**src/rtl/wbframe_arbiter.sv**
```systemverilog
// Two-master Wishbone arbiter: video reader A (read-only, absolute priority) and frame writer B onto one slave.
// Latency: grant one cycle after cyc is seen in IDLE; slave cycle/strobe/data pass through combinationally.
// Backpressure: non-owner always stalled; owner sees i_stall, plus stall while the outstanding counter is full.
module wbframe_arbiter #(
  parameter int AW    = 24,
  parameter int DW    = 32,
  parameter int LGOUT = 5
) (
  input  logic            i_clk,
  input  logic            i_reset,
  input  logic            i_a_cyc,
  input  logic            i_a_stb,
  input  logic [AW-1:0]   i_a_addr,
  output logic            o_a_ack,
  output logic            o_a_stall,
  output logic            o_a_err,
  input  logic            i_b_cyc,
  input  logic            i_b_stb,
  input  logic            i_b_we,
  input  logic [AW-1:0]   i_b_addr,
  input  logic [DW-1:0]   i_b_data,
  input  logic [DW/8-1:0] i_b_sel,
  output logic            o_b_ack,
  output logic            o_b_stall,
  output logic            o_b_err,
  output logic [DW-1:0]   o_rdata,
  output logic            o_cyc,
  output logic            o_stb,
  output logic            o_we,
  output logic [AW-1:0]   o_addr,
  output logic [DW-1:0]   o_data,
  output logic [DW/8-1:0] o_sel,
  input  logic            i_ack,
  input  logic            i_stall,
  input  logic            i_err,
  input  logic [DW-1:0]   i_data
);

  typedef enum logic [1:0] {
    IDLE  = 2'd0,
    OWN_A = 2'd1,
    OWN_B = 2'd2
  } state_t;

  localparam logic [LGOUT-1:0] CNT_ONE = LGOUT'(1);

  state_t           state, state_nxt;
  logic [LGOUT-1:0] outstanding, outstanding_nxt;
  logic             own_a, own_b;
  logic             owner_cyc, owner_stb;
  logic             cnt_full, accept;

  assign own_a     = (state == OWN_A);
  assign own_b     = (state == OWN_B);
  assign owner_cyc = (own_a & i_a_cyc) | (own_b & i_b_cyc);
  assign owner_stb = (own_a & i_a_stb) | (own_b & i_b_stb);
  // A full counter blocks new strobes instead of wrapping back to zero.
  assign cnt_full  = &outstanding;
  assign accept    = o_stb & ~i_stall;

  assign o_cyc   = owner_cyc;
  assign o_stb   = owner_cyc & owner_stb & ~cnt_full;
  assign o_we    = own_b & i_b_we;
  assign o_addr  = own_a ? i_a_addr : (own_b ? i_b_addr : '0);
  assign o_data  = own_b ? i_b_data : '0;
  assign o_sel   = own_b ? i_b_sel : (own_a ? '1 : '0);
  assign o_rdata = i_data;

  assign o_a_stall = own_a ? (i_stall | cnt_full) : 1'b1;
  assign o_b_stall = own_b ? (i_stall | cnt_full) : 1'b1;
  // Responses only reach a port whose cycle is still open; late ones fall on the floor.
  assign o_a_ack   = own_a & i_a_cyc & i_ack;
  assign o_a_err   = own_a & i_a_cyc & i_err;
  assign o_b_ack   = own_b & i_b_cyc & i_ack;
  assign o_b_err   = own_b & i_b_cyc & i_err;

  always_comb begin
    state_nxt = state;
    case (state)
      IDLE: begin
        if (i_a_cyc)      state_nxt = OWN_A;
        else if (i_b_cyc) state_nxt = OWN_B;
      end
      OWN_A: if (i_err || !i_a_cyc) state_nxt = IDLE;
      OWN_B: if (i_err || !i_b_cyc) state_nxt = IDLE;
      default: state_nxt = IDLE;
    endcase
  end

  always_comb begin
    outstanding_nxt = outstanding;
    if (state == IDLE || i_err || !owner_cyc) begin
      outstanding_nxt = '0;
    end else if (accept && !i_ack) begin
      outstanding_nxt = outstanding + CNT_ONE;
    end else if (!accept && i_ack && (outstanding != '0)) begin
      outstanding_nxt = outstanding - CNT_ONE;
    end
  end

  always_ff @(posedge i_clk or posedge i_reset) begin
    if (i_reset) begin
      state       <= IDLE;
      outstanding <= '0;
    end else begin
      state       <= state_nxt;
      outstanding <= outstanding_nxt;
    end
  end

endmodule

```
**config.mk**
```make
export PLATFORM = sky130hd
export DESIGN_NAME = wbframe_arbiter
export DESIGN_NICKNAME = d
export VERILOG_FILES = /design/src/rtl/wbframe_arbiter.sv
export SDC_FILE = /design/constraint.sdc
export NUM_CORES = 1
export LEC_CHECK = 0
export ABC_AREA = 1
export ABC_CLOCK_PERIOD_IN_PS = 2200
export CORE_AREA = 2 2 87 89
export DETAILED_ROUTE_END_ITERATION = 10
export DIE_AREA = 0 0 89 91
export GPL_TIMING_DRIVEN = 0
export HOLD_SLACK_MARGIN = 0.15
export PLACE_DENSITY = 0.75
export SYNTH_ARGS = -nofsm -noshare
export SYNTH_HDL_FRONTEND = slang
export SYNTH_SLANG_ARGS = --single-unit
```
**constraint.sdc**
```tcl
create_clock -name i_clk -period 2.2 [get_ports i_clk]
set_input_delay 0.33 -clock i_clk [delete_from_list [all_inputs] [get_ports i_clk]]
set_output_delay 0.33 -clock i_clk [all_outputs]
set_load 0.01 [all_outputs]
```
==> qor.csv, run 1 <==
metric,value,unit
syn_avg_cell_area,6.041,µm²
fmax,466.5,MHz
reg2reg_from,state[1],
fillers,720,
chipHeight,91,µm
path_class,reg -> reg,
gp_congestion,0.7941,
syn_area,0.001371,mm²
ir_worst_vdd,321.0,µV
synthToLayoutAreaGrowth,168.1,%
grt_pass1_vias,2162,
worst_hold_path_type,in -> async,
viasPerCell,4.148,
cp-end-kind,register,
hpwl,6.667,mm
start_util,19.21,%
utilization,51.51,%
cts_num_sinks,7,
ios,227,
n_antenna_cell,0,
dp_slack,-0.3900,ns
synth_top_area_share,17.52,%
yosys-top-cells-area,"buf_4 18%, a22o_1 15%, inv_1 13%",
critPathArrivalTime,2.26,ns
die_w,89,µm
cts_inserted_buffers,3,
skew,0.0007672,ns
yosysWarnings,0,
portBuffers,194,
cp.required,2.32,ns
grt_max_degree,11,
startpoint,state[1],
ctsHoldBuffers,0,
netlist-cell-type-count,22,
grt_pass1_wl,11.14,mm
outcome,"complete, no violations",
dpl.cell_count,520,
grt_antenna_before_repair,0,
p_per_area,273.9,mW/mm²
multi_input_area,793.3,µm²
syn-num-nets,357,
seq_area_frac_synth,12.77,%
final_common_cell,clkdlybuf4s50_1,
p_leak,2.035,nW
grtUsageTotal,17.42,%
clockBufferDepth,2,
mostFrequentLayoutCells,"172 x clkdlybuf4s50_1, 44 x inv_1, 43 x buf_4, 42 x nor2_1, 30 x nand2_1",
cts_tree,yes,
timing.final.max_slew_violations,0,
nets,565,
rows,31,
core,0.007137,mm²
insertion_delay,0.23,ns
drtAntennaViolNets,0,
min_period,2.144,ns
clk_pin_slew_worst_paths,0.04,ns
period_share,97.44,%
cp-start-kind,register,
drt_pass1_iterations,4,
wl_per_cell,14.65,µm
setup_viol,0,
ys_seq_elements,7,
drt-initial-drc-count,36,
hold_viol_final,0,
cap_violations,0,
layout_setup_ws,0.05630,ns
worst_slew_pin_slew,0.3084,ns
place_area,0.003437,mm²
slew_headroom,79.44,%
htree_levels,1,
drc,0,
root_buffer,clkbuf_8,
routed_wl,7.806,mm
grt_overflow,0,
synthCells,227,
dieArea,0.008099,mm²
vias,2211,
crit_fanout,4,
layout.cells.non_filler,533,
seq_area,178.9,µm²
fin_area,0.003676,mm²
final_layout_size_suffix_gt1_share,16.59,%
setup_tns,0,ns
synth_top_cell_by_area,buf_4,
## routing by layer
| layer | track usage [%] | up-vias | part of all wire, % |
|---|---|---|---|
| met5 | 0 | - | 0 |
| met4 | 4.229 | 0 | 2.0 |
| met3 | 5.273 | 13 | 11 |
| met2 | 30.53 | 110 | 50 |
| met1 | 20.37 | 993 | 37 |
| li1 | - | 1095 | - |
## synthesized netlist by cell type, drive strengths merged
library cell  instances
a211oi                1
dfrtp                 7
xor2                  2
nand3                12
fa                    1
nand4                 6
o21bai                1
clkbuf                4
a22o                 24
o21ai                 1
inv                  48
ha                    3
buf                  36
nor2                 45
a21oi                 3
nand2                33
## final timing paths
check,end,slack (ns),depth (start not counted)
max,outstanding[4],0.06,17
min,outstanding[4],0.36,2
max reg2reg,outstanding[4],0.06,17
min reg2reg,outstanding[4],0.61,2
max in group asynchronous,outstanding[0],1.61,2
min in group i_clk,state[0],0.42,3
## worst max-delay path: stages, from the launching register on
cell	delay, ns
dfrtp_2	0.44
buf_4	0.14
nand3_2	0.10
nand2_2	0.13
nand2_4	0.08
inv_2	0.07
nand3_4	0.10
fa_2	0.39
nand3_1	0.11
nand2_1	0.06
nand2_1	0.06
nand2_1	0.06
inv_1	0.05
nand3_1	0.06
nand2_1	0.07
inv_1	0.03
nand2_1	0.04
nand2_1	0.05
## sequential cells by signal (all words and copies together), names as in the netlist
name         flops
outstanding      5
state            2
## cells by family (layout without fill, tap and decap cells)
logic type / Yosys count / after routing / synth area share (%)
and+or+nand+nor: 96 / 96 / 29.74
buffers and inverters: 88 / 295 / 33.03
AOI/OAI and AO/OA: 30 / 30 / 18.98
DFF: 7 / 7 / 12.77
adders and majority gates: 4 / 4 / 4.197
xor gates and xnor gates: 2 / 2 / 1.278
## layout make-up
class                           count  area share, %
Sequential cell                     7          4.867
Tap cell                           99          3.370
Timing Repair Buffer              203          55.96
Buffer                             40          7.965
Inverter                           48          5.037
Multi-Input combinational cell    132          21.58
Clock buffer                        4          1.225
## per-stage QoR
| step | hold slack [ns] | total power, mW |
|---|---|---|
| detailed placement | 0.5149 | 0.8008 |
| global route | 0.3835 | 1.070 |
| finish | 0.3593 | 1.007 |
| floorplan | 0.1334 | 0.3740 |
| global placement | 0.4919 | 0.7953 |
| CTS | 0.3580 | 0.9995 |
## power by group
group	leakage [nW]	internal (mW)	switching, mW	total [mW]
Sequential	0.0913	0.133	0.00811	0.142
Clock	0.0228	0.125	0.0536	0.179
Combinational	1.92	0.437	0.249	0.686
Total	2.04	0.696	0.311	1.01
## what timing repair did
item,CTS,global route
pin swaps,0,3
setup buffers,2,7
gates resized for setup,23,31
hold endpoints to repair,0,0
setup endpoints to repair,64,55
(Power assumes the default switching activity.)
==> run 2, diff against run 1 <==
--- a/config.mk
+++ b/config.mk
@@ -13,6 +13,7 @@
 export GPL_TIMING_DRIVEN = 0
 export HOLD_SLACK_MARGIN = 0.15
 export PLACE_DENSITY = 0.75
+export REMOVE_ABC_BUFFERS = 1
 export SYNTH_ARGS = -nofsm -noshare
 export SYNTH_HDL_FRONTEND = slang
 export SYNTH_SLANG_ARGS = --single-unit
==> run 2 against run 1 <==
  * Non-clock buffer count is 62 lower
  * Register-to-register slack is essentially flat
  * Flip-flop and latch count stayed put
  * Core utilization decreased by 5.0 points
  * Largest power group unchanged
  * Power decreased by 10%
  * Cell count fell by 11%
  * Final area decreased by 9.8%
  * Global-route usage shrank 0.64 points
==> qor.csv, run 2 (synthesis gave the netlist of run 1 again) <==
metric,value,unit,change
rows,31,,unchanged
synthToLayoutAreaGrowth,141.9,%,
top_register,outstanding,,
fin_area,0.003317,mm²,-9.8%
min_period,2.155,ns,+0.01087 ns
cts_tree,yes,,
ctsHoldBuffers,0,,unchanged
gp_congestion,0.8053,,+1.4%
drc,0,,unchanged
n_antenna_cell,0,,unchanged
mostFrequentLayoutCells,"101 x clkdlybuf4s50_1, 59 x dlymetal6s2s_1, 44 x inv_1, 42 x nor2_1, 31 x nand2_1",,
top_regs,"outstanding (5), state (2)",,
timing.final.max_slew_violations,0,,unchanged
hpwl,6.019,mm,-9.7%
largest_reg_flops,5,,unchanged
p_leak,2.405,nW,+18%
grt_overflow,0,,unchanged
path_class,reg -> reg,,
reg2reg_from,state[0],,
crit_buf_inv,4,,unchanged
htree_levels,1,,unchanged
startpoint,state[0],,
die_w,89,µm,unchanged
p_per_area,272.6,mW/mm²,-0.47%
wl_per_cell,16.68,µm,+14%
cp-end-kind,register,,
period_share,97.94,%,+0.49 points
final_common_cell,clkdlybuf4s50_1,,
finalPower,0.9041,mW,-10%
routed_wl,7.871,mm,+0.83%
wl_met2,3.557,mm,-8.7%
slew_headroom,78.58,%,-0.86 points
layout.cells.non_filler,472,,-11%
portBuffers,162,,-16%
cp_cell_sequence,"inv_4, nand3_2, nand2_2, nand2_4, inv_2, nand3_4, fa_2, nand3_2, nand2_1, nand2_1, nand2_1, inv_1, nand3_1, nand2_1, inv_1, nand2_1, nand2_1",,
worst_hold_path_type,in -> async,,
grt_max_degree,26,,+15
slowest_delay,0.47,ns,+0.03 ns
grt_antenna_before_repair,0,,unchanged
crit_fanout,6,,+2
chipHeight,91,µm,unchanged
rsz0062_at_grt,yes,,
cts_num_sinks,7,,unchanged
viasPerCell,4.392,,+5.9%
grt_pass1_vias,1965,,-9.1%
drt-initial-drc-count,44,,+22%
start_util,19.21,%,unchanged
root_buffer,clkbuf_8,,
setup_viol,0,,unchanged
worst_slew_pin_slew,0.3213,ns,+0.01290 ns
fmax,464.1,MHz,-0.50%
vias,2073,,-6.2%
crit_path_frequent_cell,nand2_1,,
setup_tns,0,ns,unchanged
grtUsageTotal,16.79,%,-0.64 points
cap_violations,0,,unchanged
dieArea,0.008099,mm²,unchanged
insertion_delay,0.23,ns,about the same
ios,227,,unchanged
clk_pin_slew_worst_paths,0.04,ns,about the same
drt_pass1_iterations,6,,+2
fillers,683,,-5.1%
critPathArrivalTime,2.27,ns,about the same
cp-start-kind,register,,
grt_pass1_wl,10.30,mm,-7.6%
top_layer,met5,,
place_area,0.002892,mm²,-16%
core,0.007137,mm²,unchanged
ir_worst_vdd,238.5,µV,-26%
wl_met1,3.118,mm,+7.9%
nets,504,,-11%
critPathSlowestCell,dfrtp_2,,
drtAntennaViolNets,0,,unchanged
wl_met3,1.055,mm,+23%
final_layout_size_suffix_gt1_share,11.80,%,-4.8 points
cts_inserted_buffers,3,,unchanged
cp.required,2.32,ns,about the same
outcome,"complete, no violations",,
clockBufferDepth,2,,unchanged
hold_viol_final,0,,unchanged
dpl.cell_count,450,,-13%
crit_family,simple AND/OR/NAND/NOR gates,,
skew,0.002352,ns,+0.001585 ns
-- run 2: cell types whose count changed in the layout (fill, tap and decap cells not counted), moves of 2 or more --
cell,previous run,this run
dlymetal6s2s_1,20,59
clkdlybuf4s50_1,172,101
buf_6,0,2
clkbuf_4,3,0
buf_4,43,14
clkinvlp_4,0,2
buf_2,3,0
-- run 2: area by class of cell --
class	count	area, µm²	area share, %
Clock buffer	3	41.29	1.245
Tap cell	99	123.9	3.734
Sequential cell	7	177.7	5.356
Clock inverter	1	5.005	0.1509
Inverter	48	186.4	5.621
Multi-Input combinational cell	132	808.3	24.37
Timing Repair inverter	1	7.507	0.2263
Timing Repair Buffer	181	1967	59.30
-- run 2: what timing repair did --
item / CTS / global route
gates cloned: 1 / 2
setup endpoints to repair: 64 / 60
hold endpoints to repair: 0 / 0
gates resized for setup: 15 / 66
setup buffers: 10 / 5
pin swaps: 3 / 3
-- run 2: worst reg2reg max path, delay by kind of cell (launching register included) --
family | cells | cell delay (ns)
fa+ha+maj | 1 | 0.40
buf+inv | 4 | 0.26
flops | 1 | 0.47
simple gates | 12 | 0.92
-- run 2: worst paths after layout --
kind | end | slack (ns) | cells after the start
max | outstanding[4] | 0.05 | 17
min | state[1] | 0.34 | 2
max reg2reg | outstanding[4] | 0.05 | 17
min reg2reg | state[1] | 0.59 | 3
max in group asynchronous | state[0] | 1.64 | 2
min in group i_clk | state[1] | 0.43 | 3
-- run 2: where the power goes --
group,internal [mW],switching [mW]
logic,0.359,0.221
clock network,0.123,0.0615
registers,0.133,0.00648
-- run 2: layer usage --
layer	vias up	GRT usage, %
met5	-	3.497
met4	4	3.483
met3	15	9.818
met2	149	27.11
met1	933	18.79
li1	972	-
-- run 2: through the flow --
step | hold WS, ns | utilization (%) | worst slack, ns
2_1_floorplan | 0.1334 | - | -0.5709
3_3_place_gp | 0.4986 | 39.85 | -2.165
3_5_place_dp | 0.5371 | 40.52 | -0.4393
4_1_cts | 0.3409 | 43.11 | 0.0002820
5_1_grt | 0.3554 | 46.48 | -0.1262
6_report | 0.3370 | 46.48 | 0.04543
==> run 3, diff against run 2 <==
==> config.mk (replaced) <==
export PLATFORM = sky130hd
export DESIGN_NAME = wbframe_arbiter
export DESIGN_NICKNAME = d
export VERILOG_FILES = /design/src/rtl/wbframe_arbiter.sv
export SDC_FILE = /design/constraint.sdc
export NUM_CORES = 1
export LEC_CHECK = 0
export ABC_CLOCK_PERIOD_IN_PS = 2200
export CORE_AREA = 2 2 89 91
export DETAILED_ROUTE_END_ITERATION = 10
export DIE_AREA = 0 0 91 93
export GPL_TIMING_DRIVEN = 0
export PLACE_DENSITY = 0.71
export REMOVE_ABC_BUFFERS = 1
export SYNTH_ARGS = -nofsm -noshare
export SYNTH_HDL_FRONTEND = slang
export SYNTH_SLANG_ARGS = --single-unit
==> run 3 against run 2 <==
  * The run now ends with negative setup slack left
  * First-iteration DRC count increased by 6.8%
  * Core utilization down 0.90 points
  * Combinational power rose by 22%
  * Sequential power rose by 10%
  * Register-to-register slack worse by 0.40 ns
  * Cell count is 9.1% lower
  * Final area grew 3.4%
  * Setup slack lost 0.40 ns
  * Worst hold slack improved by 0.012 ns
  * Critical path type unchanged
==> qor.csv, run 3 <==
metric,value,unit,change
grt_antenna_before_repair,1,,+1
worst_hold_path_type,in -> async,,
cp_cell_sequence,"nand4b_1, a221oi_2, nand2b_1, fa_2, a21o_1, a21o_1, buf_4, nor3_4, o21a_1, nor3_2",,
syn_area,0.001291,mm²,-5.8%
ios,227,,unchanged
synth_compound_area_share,24.81,%,+5.8 points
synth-simple-area-share,30.23,%,+0.49 points
rrSetupSlack,-0.35,ns,-0.40 ns
rsz0062_at_grt,yes,,
path_class,reg -> reg,,
yosys-top-cells-area,"buf_4 19%, and2_1 16%, a22o_1 16%",,
slew_headroom,77.61,%,-0.96 points
grt_max_degree,42,,+62%
setup_viol,3,,+3
finalPower,1.049,mW,+16%
fmax,391.5,MHz,-16%
reg2reg_from,state[0],,
reg2reg_depth,10,,-7
clockPowerShare,17.8,%,-2.6 points
yosysWarnings,0,,unchanged
p_int,0.7131,mW,+16%
cts_tree,yes,,
mostFrequentLayoutCells,"95 x clkdlybuf4s50_1, 60 x dlymetal6s2s_1, 34 x and2_1, 31 x buf_4, 24 x a22o_1",,
timing.final.max_slew_violations,0,,unchanged
ys_async_sr_fraction,100.0,%,unchanged
final_common_cell,clkdlybuf4s50_1,,
grt_pass1_wl,13.68,mm,+33%
root_buffer,clkbuf_8,,
syn_avg_cell_area,8.020,µm²,+33%
ctsHoldBuffers,0,,unchanged
cp.required,2.32,ns,about the same
die_w,91,µm,+2.2%
synth_top_family_by_area,simple AND/OR/NAND/NOR gates,,
power_frac_comb,67.5,%,+3.4 points
synthFlopType,dfrtp_1,,
drt-initial-drc-count,47,,+6.8%
largest_reg_flops,5,,unchanged
hold_viol_final,0,,unchanged
worst_slew_pin_slew,0.3358,ns,+0.01450 ns
clk_pin_slew_worst_paths,0.04,ns,about the same
top_regs,"outstanding (5), state (2)",,
synth_most_common_cell,and2_1,,
synth_xor_area_share,1.357,%,+0.079 points
rows,32,,+3.2%
p_switching,0.3359,mW,+16%
layout.cells.non_filler,429,,-9.1%
cts_inserted_buffers,3,,unchanged
vias,1928,,-7.0%
cp-start-kind,register,,
layout_setup_ws,-0.3544,ns,-0.3999 ns
synthToLayoutAreaGrowth,165.7,%,
ir_worst_vdd,267.2,µV,+12%
reg2reg_to,outstanding[4],,
hpwl,8.379,mm,+39%
htree_levels,1,,unchanged
core,0.007527,mm²,+5.5%
violations,negative setup slack,,
final_layout_size_suffix_gt1_share,20.25,%,+8.4 points
drc,0,,unchanged
utilization,45.58,%,-0.90 points
drt_pass1_iterations,4,,-2
wl_per_cell,25.15,µm,+51%
skew,0.001832,ns,-0.0005195 ns
netlist-cell-type-count,31,,+41%
top_register,outstanding,,
p_per_area,305.7,mW/mm²,+12%
synth_top_cell_by_area,buf_4,,
startpoint,state[0],,
synthMuxAreaShare,3.488,%,+3.5 points
portBuffers,162,,unchanged
grt_pass1_vias,1897,,-3.5%
drtAntennaViolNets,0,,unchanged
dpl.cell_count,385,,-14%
start_util,17.15,%,-2.1 points
period_share,116.1,%,+18 points
clockBufferDepth,2,,unchanged
viasPerCell,4.494,,+2.3%
gp_congestion,0.8358,,+3.8%
ys_top_cells_by_count,"34 x and2_1, 32 x buf_4, 24 x a22o_1",,
crit_path_frequent_cell,a21o_1,,
ys_seq_elements,7,,unchanged
p_sw_share,32.02,%,+0.098 points
routed_wl,10.79,mm,+37%
insertion_delay,0.23,ns,about the same
grtUsageTotal,22.62,%,+5.8 points
synth_top_area_share,18.60,%,+1.1 points
synthCells,161,,-29%
nets,457,,-9.3%
chipHeight,93,µm,+2.2%
p_seq_share,14.6,%,-0.9 points
slowest_delay,0.42,ns,-0.05 ns
seq_area_frac_synth,13.57,%,+0.79 points
outcome,"finished, violations left",,
cp-end-kind,register,,
cap_violations,0,,unchanged
p_leak,2.354,nW,-2.1%
synthAdderAreaFrac,4.457,%,+0.26 points
critPathArrivalTime,2.67,ns,+0.40 ns
min_period,2.554,ns,+0.3999 ns
dieArea,0.008463,mm²,+4.5%
critPathSlowestCell,dfrtp_2,,
grt_overflow,0,,unchanged
synth-edff-count,0,,unchanged
cts_num_sinks,7,,unchanged
crit_fanout,4,,-2
-- run 3: repair_timing --
action                     in CTS  in global routing
gates resized for setup        15                 78
pin swaps                       8                  8
setup buffers                  19                 14
cloned                          2                  4
setup endpoints to repair      72                 62
-- run 3: cell type report --
cell class	count	area (µm²)
Tap cell	102	127.6
Multi-Input combinational cell	112	933.4
Fill cell	739	4096
Timing Repair Buffer	201	2137
Antenna cell	1	2.502
Clock buffer	4	45.04
Sequential cell	7	177.7
Inverter	2	7.507
-- run 3: kinds of logic (layout without fill, tap and decap cells) --
| group | Yosys count | in the layout |
|---|---|---|
| AOI/OAI and AO/OA | 39 | 39 |
| xor gates and xnor gates | 2 | 2 |
| adders and majority gates | 4 | 4 |
| buffers and inverters | 44 | 207 |
| DFF | 7 | 7 |
| muxes | 4 | 4 |
| other | 0 | 1 |
| and+or+nand+nor | 61 | 63 |
-- run 3: power groups by stage --
stage | clock network, mW | registers [mW] | logic, mW
2_1_floorplan | 0 | 0.148 | 0.205
3_3_place_gp | 0 | 0.152 | 0.564
3_5_place_dp | 0 | 0.154 | 0.580
4_1_cts | 0.185 | 0.152 | 0.636
5_1_grt | 0.195 | 0.156 | 0.751
6_report | 0.187 | 0.154 | 0.708
-- run 3: worst max-delay path: cells and delay by family (launching register included) --
kind,cells,cell delay [ns]
fa+ha+maj,1,0.39
simple gates,4,0.68
flops,1,0.42
buf+inv,1,0.14
compound gates,4,0.80
-- run 3: how the worst max path moves through the flow --
| stage | end | slack, ns | cells after the start |
|---|---|---|---|
| 2_1_floorplan | outstanding[0] | -1.18 | 5 |
| 3_3_place_gp | o_cyc | -2.30 | 3 |
| 3_5_place_dp | outstanding[4] | -0.84 | 10 |
| 4_1_cts | outstanding[4] | -0.28 | 9 |
| 5_1_grt | outstanding[4] | -0.55 | 10 |
| 6_report | outstanding[4] | -0.35 | 10 |
-- run 3: per-stage QoR --
| stage | area [µm²] | hold WS [ns] | setup TNS (ns) | setup slack (ns) |
|---|---|---|---|---|
| 2_1_floorplan | 1013 | 0.1334 | -46.33 | -1.176 |
| 3_3_place_gp | 2763 | 0.5105 | -153.24 | -2.303 |
| 3_5_place_dp | 2808 | 0.5420 | -3.244 | -0.8373 |
| 4_1_cts | 3047 | 0.3516 | -0.6068 | -0.2786 |
| 5_1_grt | 3428 | 0.3665 | -1.610 | -0.5503 |
| 6_report | 3431 | 0.3493 | -0.7473 | -0.3544 |
-- run 3: layer usage --
metal / part of all wire, % / GRT usage (%) / vias up / routed length (µm)
met5: 0 / 0 / - / 0
met4: 0.96 / 2.146 / 0 / 104
met2: 52 / 43.21 / 184 / 5588
met3: 20 / 21.27 / 4 / 2128
met1: 27 / 16.73 / 869 / 2967
li1: - / - / 871 / -
